## config.mk

```make
export PLATFORM = sky130hd
export DESIGN_NAME = subcounter_ctrl
export DESIGN_NICKNAME = d
export VERILOG_FILES = /design/src/rtl/subcounter_pkg.sv /design/src/rtl/subcounter_carry_chain.sv /design/src/rtl/subcounter_ctrl.sv
export SDC_FILE = /design/constraint.sdc
export NUM_CORES = 1
export LEC_CHECK = 0
export ABC_AREA = 1
export BUFFER_PORTS_ARGS = -buffer_cell sky130_fd_sc_hd__buf_2
export CORE_UTILIZATION = 55
export DETAILED_ROUTE_END_ITERATION = 6
export PLACE_DENSITY_LB_ADDON = 0.05
export RECOVER_POWER = 100
export SLEW_MARGIN = 20
export SYNTH_ARGS = -nofsm -noshare
export SYNTH_HDL_FRONTEND = slang
export SYNTH_SLANG_ARGS = --single-unit
```

## constraint.sdc

```tcl
create_clock -name clk -period 4.32 [get_ports clk]
set_input_delay 0.864 -clock clk [delete_from_list [all_inputs] [get_ports clk]]
set_output_delay 0.864 -clock clk [all_outputs]
set_load 0.1 [all_outputs]
```

## src/rtl/subcounter_pkg.sv

```systemverilog
// Shared encodings for the chained sub-counter controller: segment commands,
// request opcodes and FSM states.
package subcounter_pkg;

    localparam logic [1:0] CMD_RESET = 2'b00;
    localparam logic [1:0] CMD_INC   = 2'b01;
    localparam logic [1:0] CMD_IDLE  = 2'b10;
    localparam logic [1:0] CMD_LOAD  = 2'b11;

    localparam logic [1:0] OP_CLEAR  = 2'b00;
    localparam logic [1:0] OP_ADD    = 2'b01;
    localparam logic [1:0] OP_NOP    = 2'b10;
    localparam logic [1:0] OP_LOAD   = 2'b11;

    typedef enum logic [1:0] {
        ST_IDLE = 2'b00,
        ST_EXEC = 2'b01,
        ST_DONE = 2'b10
    } state_t;

endpackage

```

## src/rtl/subcounter_carry_chain.sv

```systemverilog
// Ripple-carry command generator: a segment increments only when the increment
// request reaches it through lower segments that all read all-ones.
module subcounter_carry_chain
    import subcounter_pkg::*;
#(
    parameter int GRANULARITY = 4,
    parameter int NUM_SEG     = 4
) (
    input  logic                           inc_en,
    input  logic [NUM_SEG*GRANULARITY-1:0] seg_data,
    output logic [2*NUM_SEG-1:0]           cmd,
    output logic                           wrap
);

    logic carry;

    always_comb begin
        cmd   = '0;
        carry = inc_en;
        for (int i = 0; i < NUM_SEG; i++) begin
            cmd[2*i +: 2] = carry ? CMD_INC : CMD_IDLE;
            carry         = carry & (&seg_data[i*GRANULARITY +: GRANULARITY]);
        end
        wrap = carry;
    end

endmodule

```

## src/rtl/subcounter_ctrl.sv

```systemverilog
// Sequencer for a chain of external counter segments: accepts CLEAR/ADD/NOP/LOAD
// requests and drives per-segment commands until the operation completes.
module subcounter_ctrl
    import subcounter_pkg::*;
#(
    parameter int GRANULARITY = 4,
    parameter int NUM_SEG     = 4,
    localparam int W          = NUM_SEG * GRANULARITY
) (
    input  logic                 clk,
    input  logic                 rst_n,
    input  logic                 req_valid,
    output logic                 req_ready,
    input  logic [1:0]           req_op,
    input  logic [W-1:0]         req_arg,
    input  logic [W-1:0]         seg_data_in,
    output logic [2*NUM_SEG-1:0] sub_command_out,
    output logic [W-1:0]         load_data_out,
    output logic                 done,
    output logic                 overflow
);

    state_t               state_q, state_d;
    logic [1:0]           op_q;
    logic [W-1:0]         rem_q;
    logic [W-1:0]         arg_q;
    logic                 accept;
    logic                 inc_en;
    logic                 ov_set;
    logic                 ov_clr;
    logic                 wrap;
    logic [2*NUM_SEG-1:0] chain_cmd;

    subcounter_carry_chain #(
        .GRANULARITY (GRANULARITY),
        .NUM_SEG     (NUM_SEG)
    ) u_carry_chain (
        .inc_en   (inc_en),
        .seg_data (seg_data_in),
        .cmd      (chain_cmd),
        .wrap     (wrap)
    );

    assign req_ready     = (state_q == ST_IDLE);
    assign done          = (state_q == ST_DONE);
    assign accept        = req_valid & req_ready;
    assign load_data_out = arg_q;

    always_comb begin
        state_d         = state_q;
        sub_command_out = {NUM_SEG{CMD_IDLE}};
        inc_en          = 1'b0;
        ov_set          = 1'b0;
        ov_clr          = 1'b0;
        case (state_q)
            ST_IDLE: if (accept) state_d = ST_EXEC;
            ST_EXEC: begin
                case (op_q)
                    OP_CLEAR: begin
                        sub_command_out = {NUM_SEG{CMD_RESET}};
                        ov_clr          = 1'b1;
                        state_d         = ST_DONE;
                    end
                    OP_LOAD: begin
                        sub_command_out = {NUM_SEG{CMD_LOAD}};
                        ov_clr          = 1'b1;
                        state_d         = ST_DONE;
                    end
                    OP_ADD: begin
                        // The last increment (rem_q == 1) and a zero count both finish here.
                        if (rem_q != '0) begin
                            inc_en          = 1'b1;
                            sub_command_out = chain_cmd;
                            ov_set          = wrap;
                        end
                        if (rem_q <= W'(1)) state_d = ST_DONE;
                    end
                    default: state_d = ST_DONE;
                endcase
            end
            ST_DONE: state_d = ST_IDLE;
            default: state_d = ST_IDLE;
        endcase
    end

    always_ff @(posedge clk or negedge rst_n) begin
        if (!rst_n) begin
            state_q  <= ST_IDLE;
            op_q     <= OP_NOP;
            rem_q    <= '0;
            arg_q    <= '0;
            overflow <= 1'b0;
        end else begin
            state_q <= state_d;
            if (accept) begin
                op_q  <= req_op;
                rem_q <= req_arg;
                arg_q <= req_arg;
            end else if (inc_en) begin
                rem_q <= rem_q - W'(1);
            end
            if (ov_clr) begin
                overflow <= 1'b0;
            end else if (ov_set) begin
                overflow <= 1'b1;
            end
        end
    end

endmodule

```

==> impl_results.md, run 1 <==
* Placer Congestion at around 0.89
* Worst Setup EP: sub_command_out[0]
* WP data required at 3.46 ns
* F_max at 0.2777 GHz
* Max_cap viols at 1
* Layout cell share with drive strength beyond 1 at 0.1744
* Type of origin of the critical path: flop
* FFs w/ async S/R, synth at 1.000
* GRT Total Usage at 0.2448
* Post-synth EDFFs at 0
* Drt wl/cell at 11.60 µm
* Syn nets at 323
* Setup TNS at 0 ns
* Clock transition at the registers of the reported paths at 0.07 ns
* DIE WIDTH at 64.01 µm
* Area occupied by multi-input gates at 0.001032 mm²
* Worst slew margin at -0.2944
* Post-Synth XOR/XNOR Area at 0.008284
* Worst R2R End: rem_q[12]
* Final Core Density at 0.6781
* Buffers on Ports at 63
* Synth area leaders: dfrtp_1, nand2_1, nor2_1
* Critical path class: flop to output pin
* Global-route wire length before repair at 7734 µm
* Total global routing overflow at 0
* Core Rows at 22
* Cell variety after synth at 32
* Initial Util at 0.5776
* Ys flop type: dfrtp_1
* Number of global-route vias before repair at 1808
* Clk sinks at 37
* R2R setup slack at about 1.6 ns
* Fin cells at about 390
* Cell taking the most area after synthesis: dfrtp_1
* Setup violations, final at 0
* Most instantiated library cell after synthesis: nand2_1
* Die area at between 0.004 and 0.005 mm²
* Root Buffer: clkbuf_8
* Diode count at 0
* Worst Tran Pin Value at ~1.9 ns
* Tmin final at about 3.6 ns
* Status: finished, violations left
* Post-CTS Hold Fix Bufs at 0
* Fraction of synthesized area in multiplexers at 0
* DRC at 0
* RR Startpoint: state_q[0]
* Failing checks: max-capacitance violations, max-slew violations
* Final period util at 0.8336
* Via density at 5.056
* Critical Path Start: op_q[1]
* H-tree depth at 2
* Initial DRC count at 100
* CTS Buf Count at 5
* Worst-Skew Late Latency at 0.29 ns
* Max Clock Skew at 0.009644 ns
* Core box area at 0.003661 mm²
* Worst R2R Path Depth at 6
* Total number of vias at just under 2000
* I/O pin count at 64
* CP max FO at 8
* Largest net degree at the start of global routing at 38
* TritonCTS clock tree: done
* Post-CTS sizing at 0
* Inst Count DP at ~390
* Antenna violations before repair at 0
* Critical Path AT at between 2 and 3 ns
* Combinational family with the most area after synthesis: simple AND/OR/NAND/NOR gates
* #FFs+latches synth at 37
* Pre-antenna DRT Iters at 4
* Hold WC Path Type: flop to flop
* List of most frequent post-synthesis cells: nand2_1, dfrtp_1, nor2_1, inv_1, nand3_1
* CP Capture Type: output pin
* Clock Path Buffers at 2
* Filler Cells Inserted at around 320
* Area share of and/or/nand/nor cells after synthesis at 0.3598
* Compound-Gate Fraction of Synth Area at 0.1012
* Mapped Cells at between 200 and 300
* Dpl hpwl at 3310 µm
* RSZ-0062 raised after global routing: no
* Area share of the largest cell type after synthesis at 0.4260
* Seq/Total Area, Yosys at 0.4385
* Area delta synth->final at 17.40%
* Antenna viol nets, final at 0
* Mapped Area at 0.002115 mm²
* Max Slew Vio Count at 38
* Final WL at 4546 µm
* Final Net Count at 386
* Post-synthesis adder-cell area fraction at 0.02959
* Syn. warnings at 0
* Post-CTS Setup Repair Bufs at 0
* Storage cell area at 927.1 µm²
* Mean Syn Cell Area at 7.525 µm²
* Die height at 64.01 µm
* Final Hold Fails at 0
==> placed cells by master (no fill, tap or decap), types with 2 or more instances in the layout <==
master / synthesis / routed
nor2_2: 3 / 3
a21oi_1: 10 / 10
nor3_1: 4 / 4
o211ai_1: 4 / 4
ha_1: 5 / 5
a31oi_1: 2 / 2
nand4_1: 4 / 4
clkbuf_1: 3 / 23
nand2_1: 95 / 97
buf_2: 1 / 38
clkbuf_8: 0 / 6
nor2_1: 33 / 34
nand3_1: 17 / 17
clkbuf_2: 0 / 2
o21ai_0: 15 / 17
nor2_4: 4 / 3
nand2_2: 4 / 4
inv_1: 20 / 21
dfrtp_1: 36 / 36
==> per-stage QoR <==
stage | worst slack (ns) | hold WS (ns) | area (µm²)
2_1_floorplan | 0.6491 | 0.4919 | 2115
3_3_place_gp | 1.418 | 0.4564 | 2444
3_5_place_dp | 1.370 | 0.4604 | 2444
4_1_cts | 1.133 | 0.4797 | 2534
5_1_grt | 0.4749 | 0.5038 | 2482
6_report | 0.7188 | 0.4772 | 2482
==> routing by layer <==
metal | up-vias | wire (µm) | GRT usage
met1 | 879 | 2108 | 0.3240
met4 | 0 | 82 | 0.08523
li1 | 1025 | - | -
met5 | - | 0 | 0
met3 | 7 | 309 | 0.05179
met2 | 71 | 2045 | 0.3963
==> cells by family after synthesis <==
| group | count (synthesis) |
|---|---|
| compound gates | 38 |
| xor+xnor | 2 |
| fa+ha+maj | 5 |
| buf+inv | 30 |
| flops | 37 |
| simple gates | 169 |
==> critical path, cell delays in order, from the launching register on <==
cell,delay [ns]
dfstp_1,0.40
clkinv_1,0.14
ha_1,0.19
inv_1,0.05
nor2_1,0.52
nand2_8,0.12
a21oi_1,0.16
clkbuf_1,0.88
==> how the worst min path moves through the flow <==
stage	startpoint	endpoint	slack [ns]	cells past startpoint
floorplan	rem_q[13]	rem_q[13]	0.49	2
global placement	load_data_out[14]	load_data_out[14]	0.46	2
detailed placement	load_data_out[13]	load_data_out[13]	0.46	2
CTS	load_data_out[13]	load_data_out[13]	0.48	2
global route	load_data_out[7]	load_data_out[7]	0.50	2
finish	load_data_out[13]	load_data_out[13]	0.48	2
==> state kept, by name (all words and copies together), names as in the netlist <==
signal         cells
load_data_out     16
rem_q             16
op_q               2
state_q            2
overflow           1
==> area by class of cell <==
class | count | area share
timing repair buffer | 63 | 0.1154
clock buffer | 6 | 0.03327
clock inverter | 1 | 0.003024
inverter | 23 | 0.03478
sequential | 37 | 0.3735
tap | 48 | 0.02419
multi-input combinational | 214 | 0.4158
Power of run 1 is left out: the tool's default activity adds up to more than one toggle a clock period on the data nets, which glitch-free logic cannot reach.
==> inputs of run 2 (changes only) <==
--- a/config.mk
+++ b/config.mk
@@ -7,7 +7,7 @@
 export LEC_CHECK = 0
 export ABC_AREA = 1
 export BUFFER_PORTS_ARGS = -buffer_cell sky130_fd_sc_hd__buf_2
-export CORE_UTILIZATION = 55
+export CORE_UTILIZATION = 51
 export DETAILED_ROUTE_END_ITERATION = 6
 export PLACE_DENSITY_LB_ADDON = 0.05
 export RECOVER_POWER = 100
==> constraint.sdc (replaced) <==
create_clock -name clk -period 3.5 [get_ports clk]
set_input_delay 0.7 -clock clk [delete_from_list [all_inputs] [get_ports clk]]
set_output_delay 0.7 -clock clk [all_outputs]
set_load 0.1 [all_outputs]
==> run 2 against run 1 <==
  * The run still ends with max-capacitance violations, max-slew violations left
  * First-iteration DRC count fell by 22%
  * Routed wire length rose by 0.73%
  * Worst setup slack got worse by 0.34 ns
  * Non-clock buffer count did not move
  * Die area rose by 7.6%
  * Via count rose by 0.81%
  * Global-route usage fell by 1.6 points
  * Utilization fell by 5.6 points
  * Sequential cell count did not move
  * Largest cell class unchanged
==> impl_results.md, run 2 (synthesized netlist as in run 1, its figures left out) <==
* Status: finished, violations left (unchanged)
* Failing checks: max-capacitance violations, max-slew violations (unchanged)
* Setup violations, final at 0 (unchanged)
* Tmin final at 3.118 ns
* Worst Tran Pin Value at 1.999 ns (was 1.942 ns)
* Max Slew Vio Count at 38 (unchanged)
* Layout cell share with drive strength beyond 1 at 0.1797 (was 0.1744)
* Clock Path Buffers at 2 (unchanged)
* Core box area at 0.004000 mm² (was 0.003661 mm²)
* Initial Util at 0.5286 (was 0.5776)
* Setup TNS at 0 ns (unchanged)
* Pre-antenna DRT Iters at 4 (unchanged)
* Filler Cells Inserted at 401 (was 324)
* Worst-Skew Late Latency at 0.29 ns (about the same)
* Number of global-route vias before repair at 1771 (was 1808)
* Hold WC Path Type: flop to flop (unchanged)
* Largest net degree at the start of global routing at 38 (unchanged)
* DRC at 0 (unchanged)
* Final period util at 0.8910
* Antenna viol nets, final at 0 (unchanged)
* Crit-path leading delay family: buffers and inverters (unchanged)
* Diode count at 0 (unchanged)
* RSZ-0062 raised after global routing: no (unchanged)
* Clock transition at the registers of the reported paths at 0.07 ns (about the same)
* Die area at 0.004408 mm² (was 0.004097 mm²)
* Type of origin of the critical path: flop (unchanged)
* Area delta synth->final at 17.63% (was 17.40%)
* Max_cap viols at 1 (unchanged)
* Worst slew margin at -0.3325 (was -0.2944)
* Clk sinks at 37 (unchanged)
* Global-route wire length before repair at 7610 µm (was 7734 µm)
* Critical path class: flop to output pin (unchanged)
* I/O pin count at 64 (unchanged)
* Final Hold Fails at 0 (unchanged)
* Most common cell after layout, fill and taps aside: nand2_1 (unchanged)
* Busiest grt layer: met2 (unchanged)
* Crit path largest cell delay at 0.57 ns (was 0.88 ns)
* TritonCTS clock tree: done (unchanged)
* CP cell instances: clkinv_1, ha_1, inv_1, nor2_4, nand3_1, nor2_1, nand2_1, nand3_1, nand2_1, clkbuf_2 (was clkinv_1, ha_1, inv_1, nor2_1, nand2_8, a21oi_1, clkbuf_1)
* F_max at 0.3207 GHz
* Die height at 66.39 µm (was 64.01 µm)
* Post-CTS Setup Repair Bufs at 0 (unchanged)
* Crit-path slowest cell: dfstp_1 (was clkbuf_1)
* Antenna violations before repair at 0 (unchanged)
* H-tree depth at 2 (unchanged)
* GRT Total Usage at 0.2290 (was 0.2448)
* Post-CTS Hold Fix Bufs at 0 (unchanged)
* WP data required at 2.80 ns (was 3.46 ns)
* Total global routing overflow at 0 (unchanged)
* Placer Congestion at 0.8709 (was 0.8939)
* Post-CTS sizing at 0 (unchanged)
* CP max FO at 8 (unchanged)
* Root Buffer: clkbuf_8 (unchanged)
* CP Capture Type: output pin (unchanged)
* CTS Buf Count at 5 (unchanged)
* Initial DRC count at 78 (was 100)
* Met2 usage at 0.3954 (was 0.3963)
* Most frequent cells in the layout: nand2_1, dfrtp_1, buf_2 (was nand2_1, buf_2, dfrtp_1)
* Via density at 5.058 (was 5.056)
* Met1 usage at 0.2903 (was 0.3240)
* GR Util met3 at 0.04655 (was 0.05179)
* Total number of vias at 1998 (was 1982)
* Dpl hpwl at 3400 µm (was 3310 µm)
* Final Net Count at 386 (unchanged)
* DIE WIDTH at 66.39 µm (was 64.01 µm)
* Critical Path AT at 2.42 ns (was 2.74 ns)
* Final WL at 4579 µm (was 4546 µm)
* Crit path buf inv count at 3 (unchanged)
* Min Hold Slack at 0.4814 ns (was 0.4772 ns)
* Drt wl/cell at 11.59 µm (was 11.60 µm)
* Buffers on Ports at 63 (unchanged)
* Core Rows at 23 (was 22)
* Max Clock Skew at 0.005859 ns (was 0.009644 ns)
[run 2: cell count changes in the layout (fill, tap and decap cells not counted)]
cell / delta
clkbuf_2: +6
buf_2: -3
clkbuf_1: -1
clkbuf_8: -1
nor2_2: -1
nor2_4: +1
[run 2: layout make-up]
type | instances | area [µm²] | area share
Clock buffer | 7 | 76.32 | 0.03068
Clock inverter | 1 | 7.507 | 0.003018
Inverter | 23 | 86.33 | 0.03471
Multi-Input combinational cell | 214 | 1037 | 0.4170
Sequential cell | 37 | 927.1 | 0.3727
Tap cell | 50 | 62.56 | 0.02515
Timing Repair Buffer | 63 | 290.3 | 0.1167
[run 2: worst paths after layout]
| path | startpoint | endpoint | slack, ns | depth (start not counted) |
|---|---|---|---|---|
| setup / recovery | op_q[1] | sub_command_out[7] | 0.38 | 10 |
| max in group asynchronous | rst_n | load_data_out[11] | 1.39 | 1 |
| min in group asynchronous | rst_n | rem_q[9] | 0.98 | 1 |
| setup reg to reg | state_q[0] | rem_q[12] | 0.75 | 6 |
| hold reg to reg | load_data_out[5] | load_data_out[5] | 0.48 | 2 |
| hold / removal | load_data_out[5] | load_data_out[5] | 0.48 | 2 |
[run 2: worst reg2reg max path: cells and delay by family (launching register included)]
family	cells	cell delay [ns]
AND/OR/NAND/NOR	3	1.00
buffers and inverters	1	0.93
flip-flops	1	0.40
AO/OA/AOI/OAI	2	0.35
[run 2: through the flow]
step           area (µm²)  utilization  cells  setup slack, ns
2_1_floorplan        2115            -    281          0.03999
3_3_place_gp         2446       0.6115    387           0.8512
3_5_place_dp         2446       0.6115    387           0.7661
4_1_cts              2530       0.6325    395           0.4494
5_1_grt              2487       0.6218    395           0.2340
6_report             2487       0.6218    395           0.3816
[run 2: routing by layer]
metal,part of all wire,wire (µm)
met2,0.47,2173
met1,0.47,2170
met4,0.0070,32
met5,0,0
met3,0.044,202
Power of run 2 is left out for the same reason.
